==> src/rtl/ntt_job_ctrl.sv <==
// ntt_job_ctrl -- job sequencer for the NTT core and its single-port BRAM.
//
// Purpose:
//   On an accepted host start, reads N words from BRAM into the core's input
//   buffer, waits for the BRAM pipeline to empty, launches the core, waits for
//   completion, then writes N results back to BRAM and pulses done.
//   While a job is active this block is the only BRAM master.
//
// Optional feature:
//   NTT_TIMEOUT_EN -- adds a compute watchdog. After TIMEOUT cycles in COMPUTE
//   without ntt_done, err is set and the job jumps to DONE with no writes.
//   When undefined, no counter is built and err is tied low.
//
// Ports:
//   clk, rst          clock; asynchronous active-low reset
//   start             job request, sampled only in IDLE
//   src_base/dst_base word base indices, latched when a job is accepted
//   busy, done, err   host handshake (done is a one-cycle pulse, err is sticky)
//   bram_*            BRAM port; bram_addr is a byte address, bram_din = st_data
//   ld_valid/idx/data core input-buffer write port (ld_data is registered)
//   ntt_start         one-cycle launch pulse to the core
//   ntt_done          core completion level
//   st_idx/st_data    core output-buffer read port (st_data is combinational)
module ntt_job_ctrl #(
  parameter int N       = 64,
  parameter int DW      = 64,
  parameter int AW      = 12,
  parameter int RD_LAT  = 1,
  parameter int TIMEOUT = 4096
) (
  input  logic                 clk,
  input  logic                 rst,
  input  logic                 start,
  input  logic [AW-4:0]        src_base,
  input  logic [AW-4:0]        dst_base,
  output logic                 busy,
  output logic                 done,
  output logic                 err,
  output logic [AW-1:0]        bram_addr,
  output logic                 bram_en,
  output logic                 bram_we,
  output logic [DW-1:0]        bram_din,
  input  logic [DW-1:0]        bram_dout,
  output logic                 ld_valid,
  output logic [$clog2(N)-1:0] ld_idx,
  output logic [DW-1:0]        ld_data,
  output logic                 ntt_start,
  input  logic                 ntt_done,
  output logic [$clog2(N)-1:0] st_idx,
  input  logic [DW-1:0]        st_data
);

  localparam int IW = $clog2(N);
  localparam int WW = AW - 3;
  localparam logic [IW-1:0] IDX_LAST = IW'(N - 1);
  localparam logic [2:0]    LAT_LAST = 3'(RD_LAT - 1);

  typedef enum logic [2:0] {
    S_IDLE,
    S_LOAD,
    S_DRAIN,
    S_COMPUTE,
    S_STORE,
    S_DONE
  } state_t;

  state_t         state_reg, state_next;
  logic [IW-1:0]  idx_reg, idx_next;
  logic [2:0]     lat_reg, lat_next;
  logic [WW-1:0]  src_reg, dst_reg;
  logic           busy_reg, done_reg, en_reg, we_reg, ntt_start_reg;
  logic           accept;
  logic           core_done_ok;
  logic           timeout_hit;
  logic           timeout_take;

  assign accept = (state_reg == S_IDLE) && start;

  // The launch cycle is the one flagged by ntt_start_reg; ntt_done is only
  // trusted from the following cycle, so a level left high by the previous
  // job cannot end this one early.
  assign core_done_ok = (state_reg == S_COMPUTE) && !ntt_start_reg && ntt_done;
  assign timeout_take = (state_reg == S_COMPUTE) && timeout_hit && !core_done_ok;

  // ---------------------------------------------------------------- FSM
  always_comb begin
    state_next = state_reg;
    idx_next   = idx_reg;
    lat_next   = lat_reg;
    case (state_reg)
      S_IDLE: begin
        if (start) begin
          state_next = S_LOAD;
          idx_next   = '0;
        end
      end
      S_LOAD: begin
        if (idx_reg == IDX_LAST) begin
          state_next = S_DRAIN;
          idx_next   = '0;
          lat_next   = '0;
        end else begin
          idx_next = idx_reg + 1'b1;
        end
      end
      S_DRAIN: begin
        if (lat_reg == LAT_LAST) begin
          state_next = S_COMPUTE;
        end else begin
          lat_next = lat_reg + 3'd1;
        end
      end
      S_COMPUTE: begin
        if (core_done_ok) begin
          state_next = S_STORE;
          idx_next   = '0;
        end else if (timeout_take) begin
          state_next = S_DONE;
        end
      end
      S_STORE: begin
        if (idx_reg == IDX_LAST) begin
          state_next = S_DONE;
          idx_next   = '0;
        end else begin
          idx_next = idx_reg + 1'b1;
        end
      end
      S_DONE: begin
        state_next = S_IDLE;
      end
      default: begin
        state_next = S_IDLE;
      end
    endcase
  end

  // Outputs are registered from the next state so they line up with it.
  always_ff @(posedge clk or negedge rst) begin
    if (!rst) begin
      state_reg     <= S_IDLE;
      idx_reg       <= '0;
      lat_reg       <= '0;
      src_reg       <= '0;
      dst_reg       <= '0;
      busy_reg      <= 1'b0;
      done_reg      <= 1'b0;
      en_reg        <= 1'b0;
      we_reg        <= 1'b0;
      ntt_start_reg <= 1'b0;
    end else begin
      state_reg     <= state_next;
      idx_reg       <= idx_next;
      lat_reg       <= lat_next;
      if (accept) begin
        src_reg <= src_base;
        dst_reg <= dst_base;
      end
      busy_reg      <= (state_next != S_IDLE);
      done_reg      <= (state_next == S_DONE);
      en_reg        <= (state_next == S_LOAD) || (state_next == S_STORE);
      we_reg        <= (state_next == S_STORE);
      ntt_start_reg <= (state_next == S_COMPUTE) && (state_reg != S_COMPUTE);
    end
  end

  // ------------------------------------------------------ BRAM address
  logic [WW-1:0] word_base;
  logic [WW-1:0] word_idx;

  assign word_base = (state_reg == S_STORE) ? dst_reg : src_reg;
  // Word index wraps naturally in WW bits.
  assign word_idx  = word_base + WW'(idx_reg);
  assign bram_addr = en_reg ? {word_idx, 3'b000} : '0;
  assign bram_en   = en_reg;
  assign bram_we   = we_reg;
  assign bram_din  = st_data;

  // ---------------------------------------------------- read pipeline
  // One stage per cycle of BRAM latency, tracking which reads are in flight
  // and their slot index, so the load port sees data exactly when it lands.
  logic          rd_vld_pipe [RD_LAT];
  logic [IW-1:0] rd_idx_pipe [RD_LAT];

  always_ff @(posedge clk or negedge rst) begin
    if (!rst) begin
      rd_vld_pipe[0] <= 1'b0;
      rd_idx_pipe[0] <= '0;
    end else begin
      rd_vld_pipe[0] <= (state_reg == S_LOAD);
      rd_idx_pipe[0] <= idx_reg;
    end
  end

  generate
    for (genvar gi = 1; gi < RD_LAT; gi++) begin : g_rd_pipe
      always_ff @(posedge clk or negedge rst) begin
        if (!rst) begin
          rd_vld_pipe[gi] <= 1'b0;
          rd_idx_pipe[gi] <= '0;
        end else begin
          rd_vld_pipe[gi] <= rd_vld_pipe[gi-1];
          rd_idx_pipe[gi] <= rd_idx_pipe[gi-1];
        end
      end
    end
  endgenerate

  logic          ld_valid_reg;
  logic [IW-1:0] ld_idx_reg;
  logic [DW-1:0] ld_data_reg;

  always_ff @(posedge clk or negedge rst) begin
    if (!rst) begin
      ld_valid_reg <= 1'b0;
      ld_idx_reg   <= '0;
      ld_data_reg  <= '0;
    end else begin
      ld_valid_reg <= rd_vld_pipe[RD_LAT-1];
      if (rd_vld_pipe[RD_LAT-1]) begin
        ld_idx_reg  <= rd_idx_pipe[RD_LAT-1];
        ld_data_reg <= bram_dout;
      end
    end
  end

  assign ld_valid  = ld_valid_reg;
  assign ld_idx    = ld_idx_reg;
  assign ld_data   = ld_data_reg;
  assign st_idx    = idx_reg;
  assign busy      = busy_reg;
  assign done      = done_reg;
  assign ntt_start = ntt_start_reg;

  // ---------------------------------------------------- watchdog
`ifdef NTT_TIMEOUT_EN
  localparam int CW = $clog2(TIMEOUT + 1);
  localparam logic [CW-1:0] TO_LAST = CW'(TIMEOUT - 1);

  logic [CW-1:0] cmp_cnt_reg;
  logic          err_reg;

  // The counter holds the number of COMPUTE cycles already completed.
  assign timeout_hit = (cmp_cnt_reg == TO_LAST);

  always_ff @(posedge clk or negedge rst) begin
    if (!rst) begin
      cmp_cnt_reg <= '0;
      err_reg     <= 1'b0;
    end else begin
      cmp_cnt_reg <= (state_reg == S_COMPUTE) ? cmp_cnt_reg + 1'b1 : '0;
      if (accept) begin
        err_reg <= 1'b0;
      end else if (timeout_take) begin
        err_reg <= 1'b1;
      end
    end
  end

  assign err = err_reg;
`else
  assign timeout_hit = 1'b0;
  assign err         = 1'b0;
`endif

endmodule

==> config.mk <==
export PLATFORM = sky130hd
export DESIGN_NAME = ntt_job_ctrl
export DESIGN_NICKNAME = d
export VERILOG_FILES = /design/src/rtl/ntt_job_ctrl.sv
export SDC_FILE = /design/constraint.sdc
export NUM_CORES = 1
export LEC_CHECK = 0
export ABC_CLOCK_PERIOD_IN_PS = 8000
export CAP_MARGIN = 30
export CORE_MARGIN = 5
export CORE_UTILIZATION = 41
export DETAILED_ROUTE_END_ITERATION = 6
export PLACE_DENSITY = 0.85
export REMOVE_ABC_BUFFERS = 1
export SYNTH_ARGS = -nofsm -noshare
export SYNTH_HDL_FRONTEND = slang
export SYNTH_SLANG_ARGS = --single-unit
export TNS_END_PERCENT = 20
==> constraint.sdc <==
create_clock -name clk -period 8 [get_ports clk]
set_clock_uncertainty 0.1 [all_clocks]
set_input_delay 0.8 -clock clk [delete_from_list [all_inputs] [get_ports clk]]
set_output_delay 0.8 -clock clk [all_outputs]
set_load 0.03 [all_outputs]
# Yosys cells after proc, flatten, opt, wreduce, memory -nomap -nowiden
# Cells that the tools add are included.
# classes
n_addsub	3
mul	0
div	0
order_cmp	0
n_eq_ne	14
shifts	0
mux	15
bitwise	0
reduce_logical	14
# op_table
operator	count
$mux 3	7
$mux 6	3
$pmux 6 s3	1
$pmux 3 s5	1
$mux 12	1
$add 9x6->9	1
$eq 3x2->1 const B	3
$eq 3x3->1 const B	3
$mux 9	1
$ne 2x2->1 const B	4
$add 6x1->6 const B	1
$eq 3x1->1 const B	2
$eq 6x6->1 const B	1
$logic_not 3->1	2
$pmux 3 s2	1
$reduce_and 3->1	2
$reduce_bool 3->1	2
$logic_and 1x1->1	4
$add 3x1->3 const B	1
$ne 3x2->1 const B	1
$reduce_bool 2->1	1
$reduce_or 2->1	1
$logic_not 1->1	1
$logic_or 1x1->1	1
# totals
reg_bits	113
latch_bits	0
ramBits	0
rom_bits	0
in_bits	150
out_inout_bits	159
wordCells	61
mem_count	0

# Longest topological paths before layout
# Gate-level depths: netlist (run 1).
# logic_depth
depth_word	7
mapped_depth	10
mapped_depth_nobuf	8

# Least setup slack after synthesis (run 1)
# No wires, ideal clock.
# synth_timing
path_kind	register to output
from	reg state_reg[0]
to	out bram_addr[9]
t_arrival_ps	3100
required_time_ps	7100
setup_slack_ps	4000
stages_incl_launch_ff	11
path_buffers	2
cell_sequence	dfrtp_1 buf_6 or3b_4 buf_6 mux2_2 ha_1 fa_1 a211oi_1 o21bai_1 a21oi_1 mux2i_1
# synth_via
elab_chain_cells	4
# synth_lines
element	line_no	text
start, declared	67	state_t state_reg, state_next;
start signal, assigned	152	state_reg <= state_next;
$eq 3x3->1	171	assign word_base = (state_reg == S_STORE) ? dst_reg : src_reg;
$mux 9	171	
$add 9x6->9	173	assign word_idx = word_base + WW'(idx_reg);
$mux 12	174	assign bram_addr = en_reg ? {word_idx, 3'b000} : '0;
end, declared	39	output logic [AW-1:0] bram_addr,
# Every way passes these cells.

# Worst setup path after layout (run 1)
# layout_timing
from	reg state_reg[2]
to	out bram_addr[9]
# Same word-level chain as after synthesis.

==> summary.md, run 1 <==
| Metric | Value |
|---|---|
| Wire per inst | `25.5 um` |
| Layout cell share with drive strength beyond 1 | `25.2%` |
| Crit path DAT | `4.10 ns` |
| Post-synth EDFFs | `0` |
| Met3 routed WL | `3050 um` |
| Tightest Pin Transition | `0.906 ns` |
| Total congestion overflow | `0` |
| Max FFs per register | `64` |
| Largest net degree at the start of global routing | `72` |
| Hold Fails Final Rpt | `0` |
| Worst slew margin | `39.6%` |
| Drc violations | `0` |
| WL met1 | `6140 um` |
| Reg clk slew, reported paths | `0.05 ns` |
| Hpwl dp | `14,900 um` |
| Setup Viol. Count Final | `0` |
| Initial Util | `42.1%` |
| Post-synthesis area per instance | `12.9 um^2` |
| Fillcell total | `994` |
| Worst flop-to-flop path startpoint | `state_reg[1]$_DFF_PN0_` |
| Critical Path RT | `7.10 ns` |
| Worst min path class | `input pin to async pin` |
| Reg2reg end | `src_reg[8]$_DFFE_PN0P_` |
| CTS tree | `yes` |
| Max_cap viols | `0` |
| Worst IR drop on VDD | `0.566 mV` |
| Slew Limit Fails | `0` |
| Crit end category | `output port` |
| Post-layout minimum cycle time | `5.00 ns` |
| Area delta synth->final | `37.2%` |
| Core ar. | `0.0127 mm^2` |
| Final GP Congestion | `0.891` |
| # resized after CTS | `0` |
| Number of global-route vias before repair | `3,925` |
| Buffers on Ports | `176` |
| Primary FF master, synth | `dfrtp_1` |
| # rows | `41` |
| Routed vias | `3,646` |
| Final cell count without fillers | `716` |
| Synth Cell Area | `0.00533 mm^2` |
| Worst skew pair latency | `0.40 ns` |
| Chip width | `124 um` |
| Antenna viol nets, final | `0` |
| Placed insts | `686` |
| Global-route wire length before repair | `25,100 um` |
| Detailed Route Iter0 Violations | `244` |
| Critical Path Sink | `bram_addr[9]` |
| Worst Setup Path Type | `flip-flop to output port` |
| Post-Syn Instances | `414` |
| Cell Pwr Density | `365 mW/mm^2` |
| GRT Overall Usage | `23.6%` |
| Crit Path Max Fanout | `14` |
| Layout Nets | `693` |
| Total CTS buffers | `17` |
| F_max | `200 MHz` |
| Crit-path max cell delay | `0.70 ns` |
| Unrepaired setup endpoints after global routing | `no` |
| Hold Buf Count CTS | `0` |
| Top Layer Used | `met5` |
| FF-to-FF path depth | `5` |
| Sequential-to-total area share from yosys stat | `53.1%` |
| Cell chain of the critical path | `or3b_4 > mux2_2 > ha_1 > fa_1 > a211oi_1 > o21bai_1 > a21oi_1 > mux2i_1 > clkdlybuf4s50_1` |
| Sum Neg Setup Slack | `0 ns` |
| Hold WS | `0.334 ns` |
| Cell variety after synth | `44` |
| Met2 routed wirelength | `8200 um` |
| Synthesis-stage register bit count | `113` |
| Vias per inst | `5.09` |
| R2R Setup Slk | `6.03 ns` |
| Die area | `0.0154 mm^2` |
| Pre-antenna DRT Iters | `4` |
| Fraction of registers with async set/reset | `100%` |
| Crit path from | `state_reg[2]$_DFF_PN0_` |
| CP Launch Type | `flip-flop` |
| Vert. Die Dim | `124 um` |
| Root buf cell | `clkbuf_16` |
| Warning count from the yosys run | `0` |
| P_leak | `3.14 nW` |
| CTS sink count | `113` |
| Num ports | `309` |
| Max clock buf depth | `2` |
| Slowest CP cell | `clkdlybuf4s50_1` |
| Htree depth | `4` |
| # Post-CTS Setup Buffers | `0` |
| # diodes | `0` |
| Fin crit share | `62.5%` |
| Initial antenna violation count | `0` |
| Status | `completed` |
| Drt total wl | `18,300 um` |
-- per-stage QoR --
| stage | utilization (%) | area, um^2 | power (mW) | worst slack, ns |
|---|---|---|---|---|
| 6_report | 57.7 | 7310 | 2.67 | 3.00 |
| 5_1_grt | 57.7 | 7310 | 2.80 | 2.85 |
| 4_1_cts | 57.7 | 7310 | 2.69 | 3.05 |
| 3_5_place_dp | 53.3 | 6760 | 1.97 | 3.52 |
| 3_3_place_gp | 53.3 | 6760 | 1.94 | 3.56 |
| 2_1_floorplan | - | 4750 | 1.52 | 4.01 |
-- synth_stat cells, drive strengths merged, types with 2 or more instances --
cell type,number,area [um^2]
a21oi,6,30.0
inv,5,18.8
o21bai,2,15.0
dfrtp,113,2830
a21o,3,22.5
nor2b,2,12.5
mux2,97,1100
ha,9,113
a22o,2,17.5
and2,3,18.8
or2,4,25.0
clkbuf,8,30.0
nand2b,4,25.0
mux2i,5,50.1
nor3,3,15.0
a211oi,4,30.0
buf,74,559
o21ai,10,50.1
nand2,18,67.6
a211o,2,17.5
a31oi,5,31.3
nor3b,3,27.5
nand4,2,12.5
or3,2,12.5
nand3,8,40.0
and3,3,18.8
xnor2,2,17.5
nor2,4,15.0
-- worst max-delay path, delay by kind of cell, from the launching register on --
kind	cells	cell delay, ns
compound gates	3	0.67
flops	1	0.61
fa+ha+maj	2	0.66
mux	2	0.53
simple gates	1	0.54
buf+inv	1	0.70
-- layer usage --
metal / vias up / track usage (%)
met2: 249 / 35.2
li1: 1623 / -
met5: - / 2.78
met1: 1738 / 23.6
met4: 2 / 12.9
met3: 34 / 17.8
-- cells by family (layout without fill, tap and decap cells) --
kind of cell / Yosys count / count (layout) / synth area share (%)
buffers and inverters: 87 / 214 / 11.4
AOI/OAI and AO/OA: 40 / 40 / 5.09
muxes: 102 / 102 / 21.6
other: 1 / 4 / 0.0704
and+or+nand+nor: 59 / 59 / 5.99
DFF: 113 / 113 / 53.1
xor gates and xnor gates: 2 / 2 / 0.329
adders and majority gates: 10 / 10 / 2.49
-- how the worst min path moves through the flow --
stage | startpoint | to | slack, ns
after floorplan | rd_idx_pipe[0]$_DFF_PN0_ | ld_idx[0]$_DFFE_PN0P_ | 0.35
after global placement | rd_idx_pipe[5]$_DFF_PN0_ | ld_idx[5]$_DFFE_PN0P_ | 0.36
after detailed placement | rd_idx_pipe[3]$_DFF_PN0_ | ld_idx[3]$_DFFE_PN0P_ | 0.36
after CTS | rst | ld_data[25]$_DFFE_PN0P_ | 0.34
after global routing | rst | ld_data[5]$_DFFE_PN0P_ | 0.37
final | rst | ld_data[11]$_DFFE_PN0P_ | 0.33
-- final cells by class --
type / instances / area, um^2 / share of cell area [%]
multi-input cells: 217 / 1910 / 26.1
clock inverters: 6 / 55.1 / 0.753
well taps: 172 / 215 / 2.94
clock buffers: 24 / 502 / 6.86
repair buffers: 179 / 1780 / 24.4
inverters: 5 / 18.8 / 0.257
flip-flops and latches: 113 / 2830 / 38.7
-- where the power goes --
group,leakage [nW],internal (mW),switching [mW]
sequential,1.34,0.719,0.108
clock,0.281,0.461,0.242
combinational,1.52,0.537,0.601
total,3.14,1.72,0.950
-- placed cells by master, fill, tap and decap left out, types with 4 or more instances in the layout --
cell type	n
a211oi_1	4
nand2_1	18
mux2i_1	5
a21oi_1	6
clkinv_2	5
clkdlybuf4s50_1	175
nand3_1	8
ha_1	9
buf_4	4
inv_1	5
dfrtp_1	112
nand2b_1	4
mux2_2	95
nor2_1	4
a31oi_1	5
conb_1	4
clkbuf_16	17
clkbuf_8	5
o21ai_0	10
Note: power is estimated with default switching activity, not from simulation.
==> inputs of run 2 (changes only) <==
--- a/config.mk
+++ b/config.mk
@@ -5,12 +5,12 @@
 export SDC_FILE = /design/constraint.sdc
 export NUM_CORES = 1
 export LEC_CHECK = 0
-export ABC_CLOCK_PERIOD_IN_PS = 8000
+export ABC_CLOCK_PERIOD_IN_PS = 4950
 export CAP_MARGIN = 30
 export CORE_MARGIN = 5
-export CORE_UTILIZATION = 41
+export CORE_UTILIZATION = 38
 export DETAILED_ROUTE_END_ITERATION = 6
-export PLACE_DENSITY = 0.85
+export PLACE_DENSITY = 0.79
 export REMOVE_ABC_BUFFERS = 1
 export SYNTH_ARGS = -nofsm -noshare
 export SYNTH_HDL_FRONTEND = slang
==> constraint.sdc (replaced) <==
create_clock -name clk -period 4.95 [get_ports clk]
set_clock_uncertainty 0.1 [all_clocks]
set_input_delay 0.495 -clock clk [delete_from_list [all_inputs] [get_ports clk]]
set_output_delay 0.495 -clock clk [all_outputs]
set_load 0.03 [all_outputs]
==> run 2 against run 1 <==
Against the previous run:
- cell area rose by 0.39%
- register-to-register slack got worse by 3.0 ns
- wire length fell by 3.5%
- die area rose by 7.2%
- via count rose by 1.4%
==> summary.md, run 2 (synthesis results as in run 1) <==
| Metric | Value |
|---|---|
| Status | `completed` |
| Die area | `0.0165 mm^2` |
| Antenna viol nets, final | `0` |
| Most frequent cells in the layout | `175 x clkdlybuf4s50_1, 112 x dfrtp_1, 95 x mux2_2, 18 x nand2_1, 17 x clkbuf_16` |
| Routed vias | `3,697` |
| Post-layout minimum cycle time | `4.69 ns` |
| Crit Path Max Fanout | `14` |
| Worst IR drop on VDD | `0.809 mV` |
| Fillcell total | `1,135` |
| Crit path DAT | `4.10 ns` |
| Drc violations | `0` |
| Final cell count without fillers | `724` |
| R2R Setup Slk | `3.01 ns` |
| F_max | `213 MHz` |
| Hpwl dp | `14,100 um` |
| Vert. Die Dim | `128 um` |
| Max_cap viols | `0` |
| P_leak | `3.15 nW` |
| Worst min path class | `input pin to async pin` |
| Chip width | `128 um` |
| Area delta synth->final | `37.7%` |
| Critical Path RT | `4.36 ns` |
| GRT Overall Usage | `21.5%` |
| Number of global-route vias before repair | `3,888` |
| Max FFs per register | `64` |
| # diodes | `0` |
| Vias per inst | `5.11` |
| Buffers on Ports | `176` |
| Slew Limit Fails | `0` |
| Cell Pwr Density | `593 mW/mm^2` |
| Total CTS buffers | `17` |
| CP Launch Type | `flip-flop` |
| Fin crit share | `94.8%` |
| CTS sink count | `113` |
| Initial antenna violation count | `0` |
| FF+latch area | `0.00283 mm^2` |
| Commonest non-fill, non-tap cell in the layout | `clkdlybuf4s50_1` |
| Layout Nets | `693` |
| Detailed Route Iter0 Violations | `176` |
| Layout cell share with drive strength beyond 1 | `25.4%` |
| Largest net degree at the start of global routing | `72` |
| Worst slew margin | `38.3%` |
| Multi-input logic area | `0.00191 mm^2` |
| Unrepaired setup endpoints after global routing | `no` |
| Worst skew pair latency | `0.41 ns` |
| Setup Viol. Count Final | `0` |
| Drt total wl | `17,600 um` |
| Placed insts | `694` |
| Core ar. | `0.0138 mm^2` |
| Final GP Congestion | `0.954` |
| Pre-antenna DRT Iters | `4` |
| Global-route wire length before repair | `25,500 um` |
| Worst Setup Path Type | `flip-flop to output port` |
| Root buf cell | `clkbuf_16` |
| # Post-CTS Setup Buffers | `0` |
| # resized after CTS | `0` |
| Hold Fails Final Rpt | `0` |
| Htree depth | `4` |
| Crit end category | `output port` |
| Reg clk slew, reported paths | `0.05 ns` |
| CTS tree | `yes` |
| Initial Util | `38.5%` |
| # rows | `43` |
| Wire per inst | `24.4 um` |
| Pre-CTS setup slack | `0.724 ns` |
| Hold Buf Count CTS | `0` |
| Max clock buf depth | `2` |
| Sum Neg Setup Slack | `0 ns` |
| Total congestion overflow | `0` |
| Tightest Pin Transition | `0.925 ns` |
| Num ports | `309` |
| Fin worst setup slack | `0.259 ns` |
==> run 2: changes by cell type in the layout (fill, tap and decap cells not counted), sizes merged <==
cell,change
clkbuf,+1
clkinv,-1
==> run 2: worst max-delay path: stages (launching register included) <==
cell,delay [ns]
dfrtp_1,0.60
or3b_4,0.54
mux2_2,0.31
ha_1,0.23
fa_1,0.44
a211oi_1,0.36
o21bai_1,0.13
a21oi_1,0.19
mux2i_1,0.20
clkdlybuf4s50_1,0.69
==> run 2: metal layers <==
| layer | GRT usage [%] | up-vias | routed length [um] |
|---|---|---|---|
| met4 | 5.56 | 4 | 187 |
| met2 | 34.6 | 291 | 8420 |
| li1 | - | 1620 | - |
| met1 | 20.2 | 1762 | 5610 |
| met3 | 18.4 | 20 | 3280 |
| met5 | 7.65 | - | 152 |
==> run 2: metrics by stage <==
step	utilization (%)	total power, mW	hold WS [ns]	instance area, um^2
floorplan	-	2.45	0.0994	4750
global placement	48.9	3.14	0.357	6770
detailed placement	48.9	3.20	0.363	6770
CTS	53.1	4.39	0.133	7340
global route	53.1	4.58	0.179	7340
finish	53.1	4.35	0.0978	7340
==> run 2: final cells by class <==
cell class                 count  share of cell area (%)
clock buffer                  25                    7.16
clock inverter                 5                   0.682
inverter                       5                   0.256
multi-input combinational    217                    26.0
sequential                   113                    38.5
tap                          180                    3.07
timing repair buffer         179                    24.3
==> run 2: power breakdown <==
group | switching (mW) | total [mW] | internal (mW)
Combinational | 0.986 | 1.85 | 0.867
Sequential | 0.174 | 1.34 | 1.16
Clock | 0.388 | 1.16 | 0.773
==> run 2: final timing paths <==
check / startpoint / endpoint / depth (start not counted)
worst max-delay path: state_reg[2]$_DFF_PN0_ / bram_addr[9] / 9
worst min-delay path: rst / ld_data[15]$_DFFE_PN0P_ / 1
worst max register to register: state_reg[1]$_DFF_PN0_ / dst_reg[6]$_DFFE_PN0P_ / 5
worst min register to register: rd_idx_pipe[2]$_DFF_PN0_ / ld_idx[2]$_DFFE_PN0P_ / 1
max in group asynchronous: rst / rd_vld_pipe$_DFF_PN0_ / 2
min in group clk: rd_idx_pipe[2]$_DFF_PN0_ / ld_idx[2]$_DFFE_PN0P_ / 1
